[src/rtl/nand_gate_tester.sv]
// ============================================================================
// Module   : nand_gate_tester
// Brief    : Drives a 2-input NAND under test through its truth table, checks
//            the responses and reports errors via a start/busy/done handshake.
//            Optional macro NAND_GATE_TESTER_STOP_ON_FAIL_EN ends a run at the
//            first mismatch.
// Revision : 1.0
// ============================================================================
`default_nettype none

module nand_gate_tester #(
    parameter int         SETTLE_CYCLES = 2,
    parameter int         PASSES        = 1,
    parameter logic [3:0] EXPECT        = 4'b0111,
    parameter int         ERR_W         = 8
) (
    input  logic             clk_in,
    input  logic             rst_n_in,
    input  logic             start_in,
    input  logic             dut_y_in,
    output logic             a_out,
    output logic             b_out,
    output logic             busy_out,
    output logic             done_out,
    output logic             pass_out,
    output logic [ERR_W-1:0] err_cnt_out,
    output logic [3:0]       fail_vec_out
);

    localparam logic [1:0] c_st_idle = 2'd0;
    localparam logic [1:0] c_st_run  = 2'd1;
    localparam logic [1:0] c_st_done = 2'd2;

    localparam logic [7:0]       c_settle_last = 8'(SETTLE_CYCLES);
    localparam logic [7:0]       c_pass_last   = 8'(PASSES - 1);
    localparam logic [ERR_W-1:0] c_err_max     = '1;

    logic [1:0]       r_state;
    logic [7:0]       r_settle_cnt;
    logic [7:0]       r_pass_cnt;
    logic [1:0]       r_vec;
    logic             r_busy;
    logic             r_done;
    logic             r_pass;
    logic [ERR_W-1:0] r_err_cnt;
    logic [3:0]       r_fail_vec;

    logic             w_sample;
    logic             w_mismatch;
    logic             w_sweep_end;
    logic             w_last;
    logic [ERR_W-1:0] w_err_next;

    // A sample edge is the last edge of the current vector's hold window.
    assign w_sample    = (r_state == c_st_run) && (r_settle_cnt == c_settle_last);
    assign w_mismatch  = w_sample && (dut_y_in != EXPECT[r_vec]);
    assign w_sweep_end = w_sample && (r_vec == 2'd3) && (r_pass_cnt == c_pass_last);
    assign w_err_next  = (w_mismatch && (r_err_cnt != c_err_max))
                       ? r_err_cnt + ERR_W'(1) : r_err_cnt;

`ifdef NAND_GATE_TESTER_STOP_ON_FAIL_EN
    assign w_last = w_sweep_end || w_mismatch;
`else
    assign w_last = w_sweep_end;
`endif

    always_ff @(posedge clk_in) begin
        if (!rst_n_in) begin
            r_state      <= c_st_idle;
            r_settle_cnt <= 8'd0;
            r_pass_cnt   <= 8'd0;
            r_vec        <= 2'd0;
            r_busy       <= 1'b0;
            r_done       <= 1'b0;
            r_pass       <= 1'b0;
            r_err_cnt    <= '0;
            r_fail_vec   <= 4'd0;
        end else begin
            r_done <= 1'b0;
            case (r_state)
                c_st_idle, c_st_done: begin
                    if (start_in) begin
                        r_state      <= c_st_run;
                        r_busy       <= 1'b1;
                        r_vec        <= 2'd0;
                        r_settle_cnt <= 8'd0;
                        r_pass_cnt   <= 8'd0;
                        r_err_cnt    <= '0;
                        r_fail_vec   <= 4'd0;
                        r_pass       <= 1'b0;
                    end else begin
                        r_state <= c_st_idle;
                    end
                end
                c_st_run: begin
                    if (w_sample) begin
                        r_err_cnt <= w_err_next;
                        if (w_mismatch) begin
                            r_fail_vec[r_vec] <= 1'b1;
                        end
                        if (w_last) begin
                            r_state <= c_st_done;
                            r_busy  <= 1'b0;
                            r_vec   <= 2'd0;
                            r_done  <= 1'b1;
                            r_pass  <= (w_err_next == '0);
                        end else begin
                            r_vec        <= r_vec + 2'd1;
                            r_settle_cnt <= 8'd0;
                            if (r_vec == 2'd3) begin
                                r_pass_cnt <= r_pass_cnt + 8'd1;
                            end
                        end
                    end else begin
                        r_settle_cnt <= r_settle_cnt + 8'd1;
                    end
                end
                default: begin
                    r_state <= c_st_idle;
                end
            endcase
        end
    end

    assign a_out        = r_vec[1];
    assign b_out        = r_vec[0];
    assign busy_out     = r_busy;
    assign done_out     = r_done;
    assign pass_out     = r_pass;
    assign err_cnt_out  = r_err_cnt;
    assign fail_vec_out = r_fail_vec;

endmodule

`default_nettype wire

[config.mk]
export PLATFORM = sky130hd
export DESIGN_NAME = nand_gate_tester
export DESIGN_NICKNAME = d
export VERILOG_FILES = /design/src/rtl/nand_gate_tester.sv
export SDC_FILE = /design/constraint.sdc
export NUM_CORES = 1
export LEC_CHECK = 0
export BUFFER_PORTS_ARGS = -buffer_cell sky130_fd_sc_hd__buf_4
export CAP_MARGIN = 20
export CORE_MARGIN = 2
export CORE_UTILIZATION = 35
export CTS_CLUSTER_SIZE = 40
export DETAILED_ROUTE_END_ITERATION = 8
export GPL_TIMING_DRIVEN = 0
export PLACE_DENSITY_LB_ADDON = 0.08
export SLEW_MARGIN = 0
export SYNTH_ARGS = -nofsm -noshare
export SYNTH_HDL_FRONTEND = slang
export SYNTH_SLANG_ARGS = --single-unit
[constraint.sdc]
create_clock -name clk_in -period 2.5 [get_ports clk_in]
set_input_delay 0.25 -clock clk_in [delete_from_list [all_inputs] [get_ports clk_in]]
set_output_delay 0.25 -clock clk_in [all_outputs]
set_load 0.05 [all_outputs]
Word-level counts from Yosys, hierarchy flattened
Index checks and enable logic that the tools add are counted.
{"block": "word_totals", "out_inout_bits": 17, "reg_bits": 35, "latchBits": 0, "mem_bits_ro": 0, "ramBits": 0, "memories": 0}
{"block": "classes", "n_bitwise": 1, "n_eq_ne": 13, "multipliers": 0, "n_mux": 36, "div_mod_pow": 0, "addsub": 4, "n_reduce_logical": 18, "order_cmp": 2, "shift": 0}
{"operator": "$mux W8", "count": 8}
{"operator": "$pmux W8 S2", "count": 3}
{"operator": "$add A8 B1 Y8 const B", "count": 3}
{"operator": "$logic_not A8 Y1", "count": 2}
{"operator": "$mux W4", "count": 3}
{"operator": "$mux W1", "count": 10}
{"operator": "$mux W2", "count": 5}
{"operator": "$ne A2 B2 Y1 const B", "count": 5}
{"operator": "$reduce_and A3 Y1", "count": 3}
{"operator": "$eq A8 B2 Y1 const B", "count": 1}
{"operator": "$ne A8 B8 Y1 const B", "count": 1}
{"operator": "$pmux W2 S2", "count": 2}
{"operator": "$pmux W4 S2", "count": 1}
{"operator": "$reduce_and A4 Y1", "count": 2}
{"operator": "$logic_and A1 B1 Y1", "count": 6}
{"operator": "$reduce_and A5 Y1", "count": 1}
{"operator": "$eq A2 B2 Y1 const B", "count": 2}
{"operator": "$or A4 B4 Y4", "count": 1}
{"operator": "$pmux W1 S2", "count": 2}
{"operator": "$lt A2 B3 Y1 const B", "count": 1}
{"operator": "$ne A3 B3 Y1 const B", "count": 1}
{"operator": "$add A2 B1 Y2 const B", "count": 1}
{"operator": "$bmux W1 S2", "count": 1}
{"operator": "$demux W1 S2", "count": 1}
{"operator": "other kinds (8)", "count": 8}

Logic depth before layout (Yosys ltp)
Gate-level depths: netlist of run 1.
{"block": "logic_depth", "word_depth": 10, "mapped_depth": 9, "ltp_nobuf": 8}

Least setup slack after synthesis of run 1
OpenSTA, ideal clock, no wires.
{"block": "synth_timing", "path_kind": "register to register", "from": "register r_vec[1]", "to": "register r_settle_cnt[7]", "n_path_buf": 0, "path_stages_with_launch": 8, "arrival_ps": 2085, "slack_ps": 296, "required_ps": 2381, "synth_period_minus_slack_ps": 2204, "setup_time_ps": 119, "path_cell_list": "dfxtp_1 > ha_1 > and4bb_2 > a41o_1 > and2_1 > nor4b_1 > xnor2_1 > nor2_1"}
{"block": "synth_between", "elab_chain_len": 5}
{"item": "start: declaration", "line_no": "41", "source": "logic [1:0] r_vec;"}
{"item": "start signal: assignment", "line_no": "108", "source": "r_vec <= r_vec + 2'd1;"}
{"item": "$eq A2 B2 Y1", "line_no": "57", "source": "assign w_sweep_end = w_sample && (r_vec == 2'd3) && (r_pass_cnt == c_pass_last);"}
{"item": "$logic_and A1 B1 Y1 (2 in a row)", "line_no": "57"}
{"item": "$ne A3 B3 Y1 (no line)"}
{"item": "$reduce_and A3 Y1 (no line)"}
{"item": "end signal: assignment", "line_no": "115", "source": "r_settle_cnt <= r_settle_cnt + 8'd1;"}
{"item": "end: declaration", "line_no": "39", "source": "logic [7:0] r_settle_cnt;"}
No other way between the ends.
A chain may end at the register's enable or synchronous reset.

Worst setup path after layout of run 1
{"block": "layout_timing", "from": "register r_settle_cnt[1]", "to": "register r_err_cnt[1] (netlist: err_cnt_out[1])"}
{"block": "layout_between", "elab_chain_len": 7}
{"item": "$eq A8 B2 Y1 (*)", "line_no": "55", "source": "assign w_sample = (r_state == c_st_run) && (r_settle_cnt == c_settle_last);"}
{"item": "$logic_and A1 B1 Y1 (*)", "line_no": "55"}
{"item": "$logic_and A1 B1 Y1", "line_no": "56", "source": "assign w_mismatch = w_sample && (dut_y_in != EXPECT[r_vec]);"}
{"item": "$logic_and A1 B1 Y1", "line_no": "58", "source": "assign w_err_next = (w_mismatch && (r_err_cnt != c_err_max))"}
{"item": "$mux W8", "line_no": "59", "source": "? r_err_cnt + ERR_W'(1) : r_err_cnt;"}
{"item": "$mux W8", "line_no": "96", "source": "if (w_sample) begin"}
{"item": "$pmux W8 S2", "line_no": "80", "source": "case (r_state)"}
{"item": "end signal: assignment", "line_no": "97", "source": "r_err_cnt <= w_err_next;"}
{"item": "end: declaration", "line_no": "45", "source": "logic [ERR_W-1:0] r_err_cnt;"}
Mark *: on every way between the ends. The rest lies on a longest branch, timed or not. The select of a mux whose other input is x is not followed.

==> run metrics, run 1 <==
status=finished, final reports clean; setup TNS=0 ns; Synth area leaders=dfxtp_1 (38%), ha_1 (6.8%), a21oi_1 (6.3%); Initial Util=0.3627; Yosys reg bits=35; most frequent cell after synthesis=dfxtp_1; Filler cells=535; area of the multi-input gates=1075 µm²; Cell Rows=26; Lkg Pwr=0.8395 nW; WL met2=1.829 mm; clock network power share=0.364; Main synth FF type=dfxtp_1; Iter 0 DRT Violations=74; DR vias=1567; biggest area consumer among synthesized cells=dfxtp_1; Switch Pwr=265.5 µW; VDD IR max=0.2758 mV; CP delay by family, top=simple AND/OR/NAND/NOR gates; Worst Setup Start Kind=flip-flop; worst path required time=2.66 ns; Synth Instances=211; Reg power frac=0.545; number of synthesized flops with an enable pin=0; Switching Fraction=0.2538; Max stage delay on crit path=0.40 ns; GRT Total Usage=0.1547; max cap viols=0; Die X=76.52 µm; antenna-violating nets left=0; GRT overflow=0; Via density=5.071; CTS Buf Count=5; Pint=780.5 µW; Combinational Power Share=0.092; Remaining DRCs=0; Max Fclk=454.2 MHz; Min-Delay Path Class=in2reg; Total Wirelength=4.165 mm; skew final=0.009605 ns; Max H-tree Level=2; Syn Std Cell Area=1841 µm²; Top Layer Used=met4; worst skew pair latency=0.29 ns; 1st-pass router iterations=4; PwrDens=482.7 nW/µm²; global placer's final weighted congestion=0.7528; critical path arrival=2.37 ns; total number of yosys warnings=0; HPWL Detailed=2.963 mm; final period utilization=0.8806; sequential cell area fraction in the yosys report=0.3807; FFs w/ async S/R, synth=0; Crit Path Max Fanout=10; Bufs and invs on worst path=1; Root Buffer=clkbuf_8; NumNets Final=254; Final min period=2.202 ns; critical-path cell list=ha_1 -> nor4b_1 -> and4_1 -> clkbuf_2 -> nand2_1 -> a21oi_1 -> a2bb2oi_1 -> nor2_1; register area=700.7 µm²; Met3 Wirelength=142 µm; Crit Path Class=reg2reg; clk sinks=35; Syn Nets=225; layout cell share with drive strength beyond 1=0.1632; antenna violations before repair=0; Clock transition at path regs=0.07 ns; vias in the first global route=1494; IO Count=21; post-synth top area share=0.3807; largest net degree at the start of global routing=11; RSZ-0062 raised after global routing=no; Setup violations, final=0; CTS tree=done; number of diodes=0; Avg Cell Area, Syn=8.723 µm²; Power Total=1.046 mW; met1 wire length=2.154 mm; Final Slew Violations=0; first-pass GRT wire length=7.258 mm; area grow syn2layout=17.74%; Final Hold Vio Count=0; DR WL/cell=13.48 µm; Die ar.=5855 µm²; buffers added on ports=20; Rel. slew slack=0.5826; core area=5075 µm²; worst slew pin tran=0.6237 ns; Synth cell types=43; Die Ht=76.52 µm; Clock Path Buffers=2; Setup crit end kind=flip-flop; synth cell count leaders=dfxtp_1 (35), nor2_1 (30), a21oi_1 (23), nand2_1 (13), nand3_1 (12); Slowest-stage cell, CP=dfxtp_1
## per-stage QoR
stage                     cells  setup slack, ns  hold WS (ns)  cell area [µm²]    util
after floorplan             211           0.2964        0.3835             1841       -
after global placement      301          0.04631        0.4488             2078  0.4095
after detailed placement    301           0.1344        0.4577             2078  0.4095
after CTS                   307          0.08249        0.2504             2151  0.4238
after global routing        309          0.03603        0.2683             2167  0.4270
final                       309           0.2984        0.2528             2167  0.4270
## worst min-delay path, stage by stage
cell     delay, ns
buf_4         0.13
nand2_1       0.07
a21oi_1       0.04
## worst paths after layout
check | from | cells past startpoint | slack (ns) | to
setup / recovery | r_settle_cnt[1] | 8 | 0.30 | err_cnt_out[1]
hold / removal | rst_n_in | 3 | 0.25 | r_pass_cnt[3]
setup reg to reg | r_settle_cnt[1] | 8 | 0.30 | err_cnt_out[1]
hold reg to reg | fail_vec_out[3] | 2 | 0.47 | fail_vec_out[3]
## cell type report
cell class                 count  share of cell area
clock buffer                   6             0.03349
sequential                    35              0.3233
inverter                       8             0.01386
multi-input combinational    163              0.4960
buffer                         5             0.01674
timing repair buffer          22             0.07621
tap                           70             0.04042
## cells by family (layout without fill, tap and decap cells)
family	after synthesis	in the layout	synth area share
simple gates	96	96	0.2917
xor+xnor	12	12	0.05710
flops	35	35	0.3807
compound gates	41	41	0.1455
fa+ha+maj	10	10	0.06798
buf+inv	13	41	0.03535
mux	4	4	0.02175
## power groups by stage
stage | logic, mW | clock network (mW) | registers, mW
2_1_floorplan | 0.0604 | 0 | 0.590
3_3_place_gp | 0.0971 | 0 | 0.582
3_5_place_dp | 0.0967 | 0 | 0.582
4_1_cts | 0.0976 | 0.397 | 0.569
5_1_grt | 0.108 | 0.420 | 0.570
6_report | 0.0959 | 0.380 | 0.570
## registers in the layout, summed over array words and instances (netlist names)
register,count
busy_out,1
done_out,1
err_cnt_out,8
fail_vec_out,4
pass_out,1
r_pass_cnt,8
r_settle_cnt,8
r_state,2
r_vec,2
## cell usage in the layout (no fill, tap or decap), drive strengths merged, types with 2 or more instances in the layout
cell	instances
a211oi	4
or3	4
mux2i	4
xor2	4
nor4b	2
nor4	2
xnor2	8
a21oi	23
nand2	13
buf	23
nand3	12
nand2b	5
nand4	5
o21ai	7
clkbuf	9
and4	3
and3	5
dfxtp	35
and2	2
and2b	2
ha	10
nor2	30
nor3	5
inv	7
## metal layers
| layer | up-vias | track usage |
|---|---|---|
| met5 | - | 0 |
| met4 | 0 | 0.06364 |
| met3 | 4 | 0.03791 |
| met2 | 24 | 0.2301 |
| met1 | 735 | 0.2136 |
| li1 | 804 | - |
## what timing repair did
item / 4_1_cts / 5_1_grt
endpoints found under the setup margin: 0 / 3
setup buffers: 0 / 2
hold buffers: 0 / 0
resized for setup: 0 / 2
(Power assumes the default switching activity.)
==> run 2: changes to the inputs <==
--- a/config.mk
+++ b/config.mk
@@ -12,7 +12,7 @@
 export CTS_CLUSTER_SIZE = 40
 export DETAILED_ROUTE_END_ITERATION = 8
 export GPL_TIMING_DRIVEN = 0
-export PLACE_DENSITY_LB_ADDON = 0.08
+export PLACE_DENSITY_LB_ADDON = 0.1
 export SLEW_MARGIN = 0
 export SYNTH_ARGS = -nofsm -noshare
 export SYNTH_HDL_FRONTEND = slang
==> run 2 against run 1 <==
- core utilization up 0.54 points
- clock power up 19%
- total power up 6.9%
- wire length down 3.8%
- register-to-register slack worse by 0.10 ns
- maximum frequency down 4.4%
- critical endpoint unchanged
==> run metrics, run 2 (synthesis results as in run 1) <==
DR WL/cell=12.89 µm (-4.4%); Remaining DRCs=0 (unchanged); Cell Rows=26 (unchanged); NumNets Final=254 (unchanged); antenna violations before repair=0 (unchanged); commonest cells after routing, fill and taps aside=dfxtp_1 (35), nor2_1 (30), a21oi_1 (23); hold buffers post-CTS=0 (unchanged); Clock transition at path regs=0.07 ns (about the same); Power Total=1.119 mW (+6.9%); Max stage delay on crit path=0.42 ns (+0.02 ns); RR Endpoint=err_cnt_out[1]; Initial Util=0.3627 (unchanged); Final Hold Vio Count=0 (unchanged); skew final=0.005817 ns (-0.003788 ns); worst skew pair latency=0.28 ns (about the same); CTS tree=done; start point of the worst hold path=rst_n_in; first-pass GRT wire length=6.458 mm (-11%); RR Startpoint=r_settle_cnt[1]; largest net degree at the start of global routing=11 (unchanged); non-filler cells, final=311 (+0.65%); Slowest-stage cell, CP=nor4b_1; global placer's final weighted congestion=0.7427 (-1.3%); CTS Buf Count=5 (unchanged); area grow syn2layout=19.24%; Rel. slew slack=0.5833 (+0.0006890); Setup crit end kind=flip-flop; IO Count=21 (unchanged); flop2flop setup slack=0.20 ns (-0.10 ns); Worst Setup Start Kind=flip-flop; Inst Count DP=301 (unchanged); max cap viols=0 (unchanged); Critical Path Start=r_settle_cnt[1]; worst r2r path cells=8 (unchanged); Max Fclk=434.3 MHz (-4.4%); Iter 0 DRT Violations=58 (-22%); antenna-violating nets left=0 (unchanged); Setup violations, final=0 (unchanged); Final min period=2.303 ns (+0.1011 ns); Via density=5.055 (-0.33%); hold endpoint=err_cnt_out[5]; PwrDens=509.7 nW/µm² (+5.6%); HPWL Detailed=2.850 mm (-3.8%); 1st-pass router iterations=4 (unchanged); Clock Path Buffers=2 (unchanged); Crit Path Class=reg2reg; core area=5075 µm² (unchanged); Total Wirelength=4.008 mm (-3.8%); Crit Path Max Fanout=10 (unchanged); status=finished, final reports clean; Root Buffer=clkbuf_8; setup TNS=0 ns (unchanged); Worst Hold Path Cells=3 (unchanged); Min-Delay Path Class=in2reg; Bufs and invs on worst path=1 (unchanged); VDD IR max=0.3437 mV (+25%); critical-path cell list=ha_1 -> nor4b_1 -> and4_1 -> clkbuf_2 -> nand2_1 -> a21oi_1 -> a2bb2oi_1 -> nor2_1; clk sinks=35 (unchanged); RSZ-0062 raised after global routing=no; CP delay by family, top=simple AND/OR/NAND/NOR gates; critical path arrival=2.46 ns (+0.09 ns); layout cell share with drive strength beyond 1=0.1701 (+0.006945); Core Util, Final=0.4324 (+0.005424); worst slew pin tran=0.6227 ns (-0.001030 ns); worst path required time=2.66 ns (about the same); Filler cells=538 (+0.56%); GRT Total Usage=0.1394 (-0.01532); final period utilization=0.9211 (+0.04043); Die Ht=76.52 µm (unchanged); Final Slew Violations=0 (unchanged); buffers added on ports=20 (unchanged); number of diodes=0 (unchanged); Max H-tree Level=2 (unchanged); Die X=76.52 µm (unchanged); Worst path depth=8 (unchanged); vias in the first global route=1334 (-11%); Die ar.=5855 µm² (unchanged); commonest non-fill, non-tap cell in the layout=dfxtp_1; DR vias=1572 (+0.32%); GRT overflow=0 (unchanged); Lkg Pwr=0.8539 nW (+1.7%)
[run 2: cell types whose count changed in the layout (fill, tap and decap cells not counted), sizes merged]
| cell | before | now |
|---|---|---|
| clkbuf | 9 | 11 |
[run 2: final cells by class]
type	count	area [µm²]	area share
Clock buffer	8	100.1	0.04561
Tap cell	70	87.58	0.03991
Sequential cell	35	700.7	0.3193
Timing Repair Buffer	22	165.2	0.07526
Multi-Input combinational cell	163	1075	0.4897
Inverter	8	30.03	0.01368
Buffer	5	36.28	0.01653
[run 2: metal layers]
metal	part of all wire	up-vias	GRT usage	routed length (µm)
li1	-	805	-	-
met1	0.51	741	0.1880	2047
met2	0.44	21	0.2097	1758
met3	0.034	5	0.03673	137
met4	0.016	0	0.06000	65
met5	0	-	0	0
[run 2: worst max-delay path by stage]
stage                                  to  slack, ns
after detailed placement   err_cnt_out[1]       0.07
after global routing       err_cnt_out[1]       0.07
final                      err_cnt_out[1]       0.20
after floorplan           r_settle_cnt[7]       0.30
after global placement     err_cnt_out[1]       0.03
after CTS                  err_cnt_out[1]       0.05
[run 2: power by group]
group / total, mW / internal, mW / switching (mW)
Clock: 0.453 / 0.252 / 0.202
Combinational: 0.0956 / 0.0315 / 0.0641
Sequential: 0.569 / 0.563 / 0.00626
Total: 1.12 / 0.846 / 0.272
[run 2: worst register-to-register path, delay by kind of cell, from the launching register on]
kind	cells	cell delay, ns
adders and majority gates	1	0.18
and+or+nand+nor	4	0.95
buffers and inverters	1	0.29
DFF	1	0.40
AOI/OAI and AO/OA	2	0.36
[run 2: through the flow]
step / setup WS [ns] / hold WS (ns) / area, µm²
5_1_grt: 0.06773 / 0.2561 / 2195
3_3_place_gp: 0.02594 / 0.4474 / 2078
4_1_cts: 0.05347 / 0.2420 / 2178
3_5_place_dp: 0.07457 / 0.4563 / 2078
2_1_floorplan: 0.2964 / 0.3835 / 1841
6_report: 0.1973 / 0.2490 / 2195
[run 2: what timing repair did]
action                     4_1_cts  5_1_grt
buffers inserted                 0        2
setup endpoints to repair        0        3
resized for setup                0        2
==> run 3: changes to the inputs <==
--- a/config.mk
+++ b/config.mk
@@ -12,7 +12,8 @@
 export CTS_CLUSTER_SIZE = 40
 export DETAILED_ROUTE_END_ITERATION = 8
 export GPL_TIMING_DRIVEN = 0
-export PLACE_DENSITY_LB_ADDON = 0.1
+export PLACE_DENSITY = 0.62
+export RECOVER_POWER = 100
 export SLEW_MARGIN = 0
 export SYNTH_ARGS = -nofsm -noshare
 export SYNTH_HDL_FRONTEND = slang
==> run 3 against run 2 <==
- clock skew is 0.0033 ns lower
- register-to-register slack worse by 0.02 ns
- non-clock buffer count is 2 lower
- clock-buffer cell count stayed put
- maximum frequency is 0.73% lower
- sequential cell count stayed put
- critical path depth stayed put
- sequential power hardly changed
==> run metrics, run 3 (synthesis results as in run 1) <==
global placer's final weighted congestion=0.8428 (+13%); CP endpoint=err_cnt_out[1]; Final min period=2.320 ns (+0.01688 ns); NumNets Final=252 (-0.79%); Crit Path Class=reg2reg; core area=5075 µm² (unchanged); skew final=0.002514 ns (-0.003303 ns); hold buffers post-CTS=0 (unchanged); DR vias=1560 (-0.76%); antenna violations before repair=0 (unchanged); layout cell share with drive strength beyond 1=0.08368 (-0.08644); commonest cells after routing, fill and taps aside=dfxtp_1 (35), nor2_1 (30), a21oi_1 (23); Root Buffer=clkbuf_8; Min-Delay Path Class=in2reg; Via density=5.049 (-0.12%); flop2flop setup slack=0.18 ns (-0.02 ns); Rel. slew slack=0.5888 (+0.005501); Die X=76.52 µm (unchanged); clk sinks=35 (unchanged); first-pass GRT wire length=6.630 mm (+2.7%); VDD IR max=0.3115 mV (-9.4%); design area=2090 µm² (-4.8%); PwrDens=532.7 nW/µm² (+4.5%); critical-path cell list=inv_1 -> ha_1 -> or4b_4 -> nor3_4 -> nor2_1 -> a21oi_1 -> a2bb2oi_1 -> nor2_1; Setup Buffers After CTS=0 (unchanged); Setup violations, final=0 (unchanged); IO Count=21 (unchanged); Lkg Pwr=0.7583 nW (-11%); CTS tree=done; Max stage delay on crit path=0.50 ns (+0.08 ns); Clock transition at path regs=0.07 ns (about the same); Iter 0 DRT Violations=58 (unchanged); Placed Area=2078 µm² (unchanged); Clock Path Buffers=2 (unchanged); setup TNS=0 ns (unchanged); RR Startpoint=r_settle_cnt[0]; cell mode on critical path=nor2_1; antenna-violating nets left=0 (unchanged); Final Slew Violations=0 (unchanged); CTS Buf Count=5 (unchanged); Max H-tree Level=2 (unchanged); vias in the first global route=1416 (+6.1%); Remaining DRCs=0 (unchanged); RSZ-0062 raised after global routing=no; worst skew pair latency=0.29 ns (about the same); Slowest-stage cell, CP=or4b_4; worst path required time=2.66 ns (about the same); number of diodes=0 (unchanged); critical path arrival=2.48 ns (+0.02 ns); GRT overflow=0 (unchanged); GRT Total Usage=0.1397 (+0.0003552); max cap viols=0 (unchanged); commonest non-fill, non-tap cell in the layout=dfxtp_1; Critical Path Start=r_settle_cnt[0]; Setup crit end kind=flip-flop; final period utilization=0.9278 (+0.006751); DR WL/cell=12.50 µm (-3.0%); Initial Util=0.3627 (unchanged); Die Ht=76.52 µm (unchanged); RR Endpoint=err_cnt_out[1]; largest net degree at the start of global routing=11 (unchanged); worst slew pin tran=0.6111 ns (-0.01159 ns); Total Wirelength=3.861 mm (-3.7%); area grow syn2layout=13.53%; Max Fclk=431.1 MHz (-0.73%); Cell Rows=26 (unchanged); 1st-pass router iterations=5 (+1); HPWL Detailed=2.794 mm (-2.0%); Final Hold Vio Count=0 (unchanged); Crit Path Max Fanout=9 (-1); Die ar.=5855 µm² (unchanged); status=finished, final reports clean; Worst Setup Start Kind=flip-flop; buffers added on ports=20 (unchanged); worst r2r path cells=8 (unchanged)
==> run 3: cell types whose count changed in the layout (fill, tap and decap cells not counted), sizes merged <==
cell,previous run,this run
buf,23,4
clkbuf,11,28
==> run 3: final cells by class <==
type / count / area [µm²]
Timing Repair Buffer: 20 / 86.33
Sequential cell: 35 / 700.7
Tap cell: 70 / 87.58
Fill cell: 546 / 2985
Buffer: 5 / 36.28
Clock buffer: 8 / 100.1
Multi-Input combinational cell: 163 / 1049
Inverter: 8 / 30.03
==> run 3: what timing repair did <==
item | in CTS | in global routing
resized for setup | 0 | 2
endpoints found under the hold margin | 0 | 0
setup endpoints to repair | 0 | 2
==> run 3: per-layer routing <==
| metal | vias up | track usage | wire length [µm] |
|---|---|---|---|
| met3 | 8 | 0.03673 | 150 |
| met5 | - | 0 | 0 |
| met2 | 33 | 0.1991 | 1621 |
| met4 | 0 | 0.06727 | 71 |
| li1 | 805 | - | - |
| met1 | 714 | 0.1950 | 2018 |
==> run 3: critical path, delay by kind of cell, from the launching register on <==
family / cells / cell delay, ns
buf+inv: 1 / 0.08
flops: 1 / 0.36
compound gates: 2 / 0.40
fa+ha+maj: 1 / 0.15
simple gates: 4 / 1.19
==> run 3: worst min path at each step <==
| stage | cells after the start | end | from |
|---|---|---|---|
| after CTS | 3 | err_cnt_out[5] | rst_n_in |
| after global placement | 2 | fail_vec_out[3] | fail_vec_out[3] |
| after floorplan | 2 | r_pass_cnt[3] | rst_n_in |
| final | 3 | err_cnt_out[5] | rst_n_in |
| after global routing | 3 | err_cnt_out[5] | rst_n_in |
| after detailed placement | 2 | fail_vec_out[3] | fail_vec_out[3] |
==> run 3: where the power goes <==
group | internal, mW | switching (mW)
sequential | 0.563 | 0.00633
combinational | 0.0269 | 0.0610
clock | 0.251 | 0.204
==> run 3: per-stage QoR <==
stage / std cells / hold WS [ns] / worst slack [ns] / utilization / power [mW]
2_1_floorplan: 211 / 0.3835 / 0.2964 / - / 0.6506
3_3_place_gp: 301 / 0.4525 / 0.1724 / 0.4095 / 0.6773
3_5_place_dp: 301 / 0.4647 / 0.2057 / 0.4095 / 0.6770
4_1_cts: 309 / 0.2320 / 0.1657 / 0.4292 / 1.136
5_1_grt: 309 / 0.2485 / 0.008010 / 0.4117 / 1.164
6_report: 309 / 0.2385 / 0.1805 / 0.4117 / 1.113
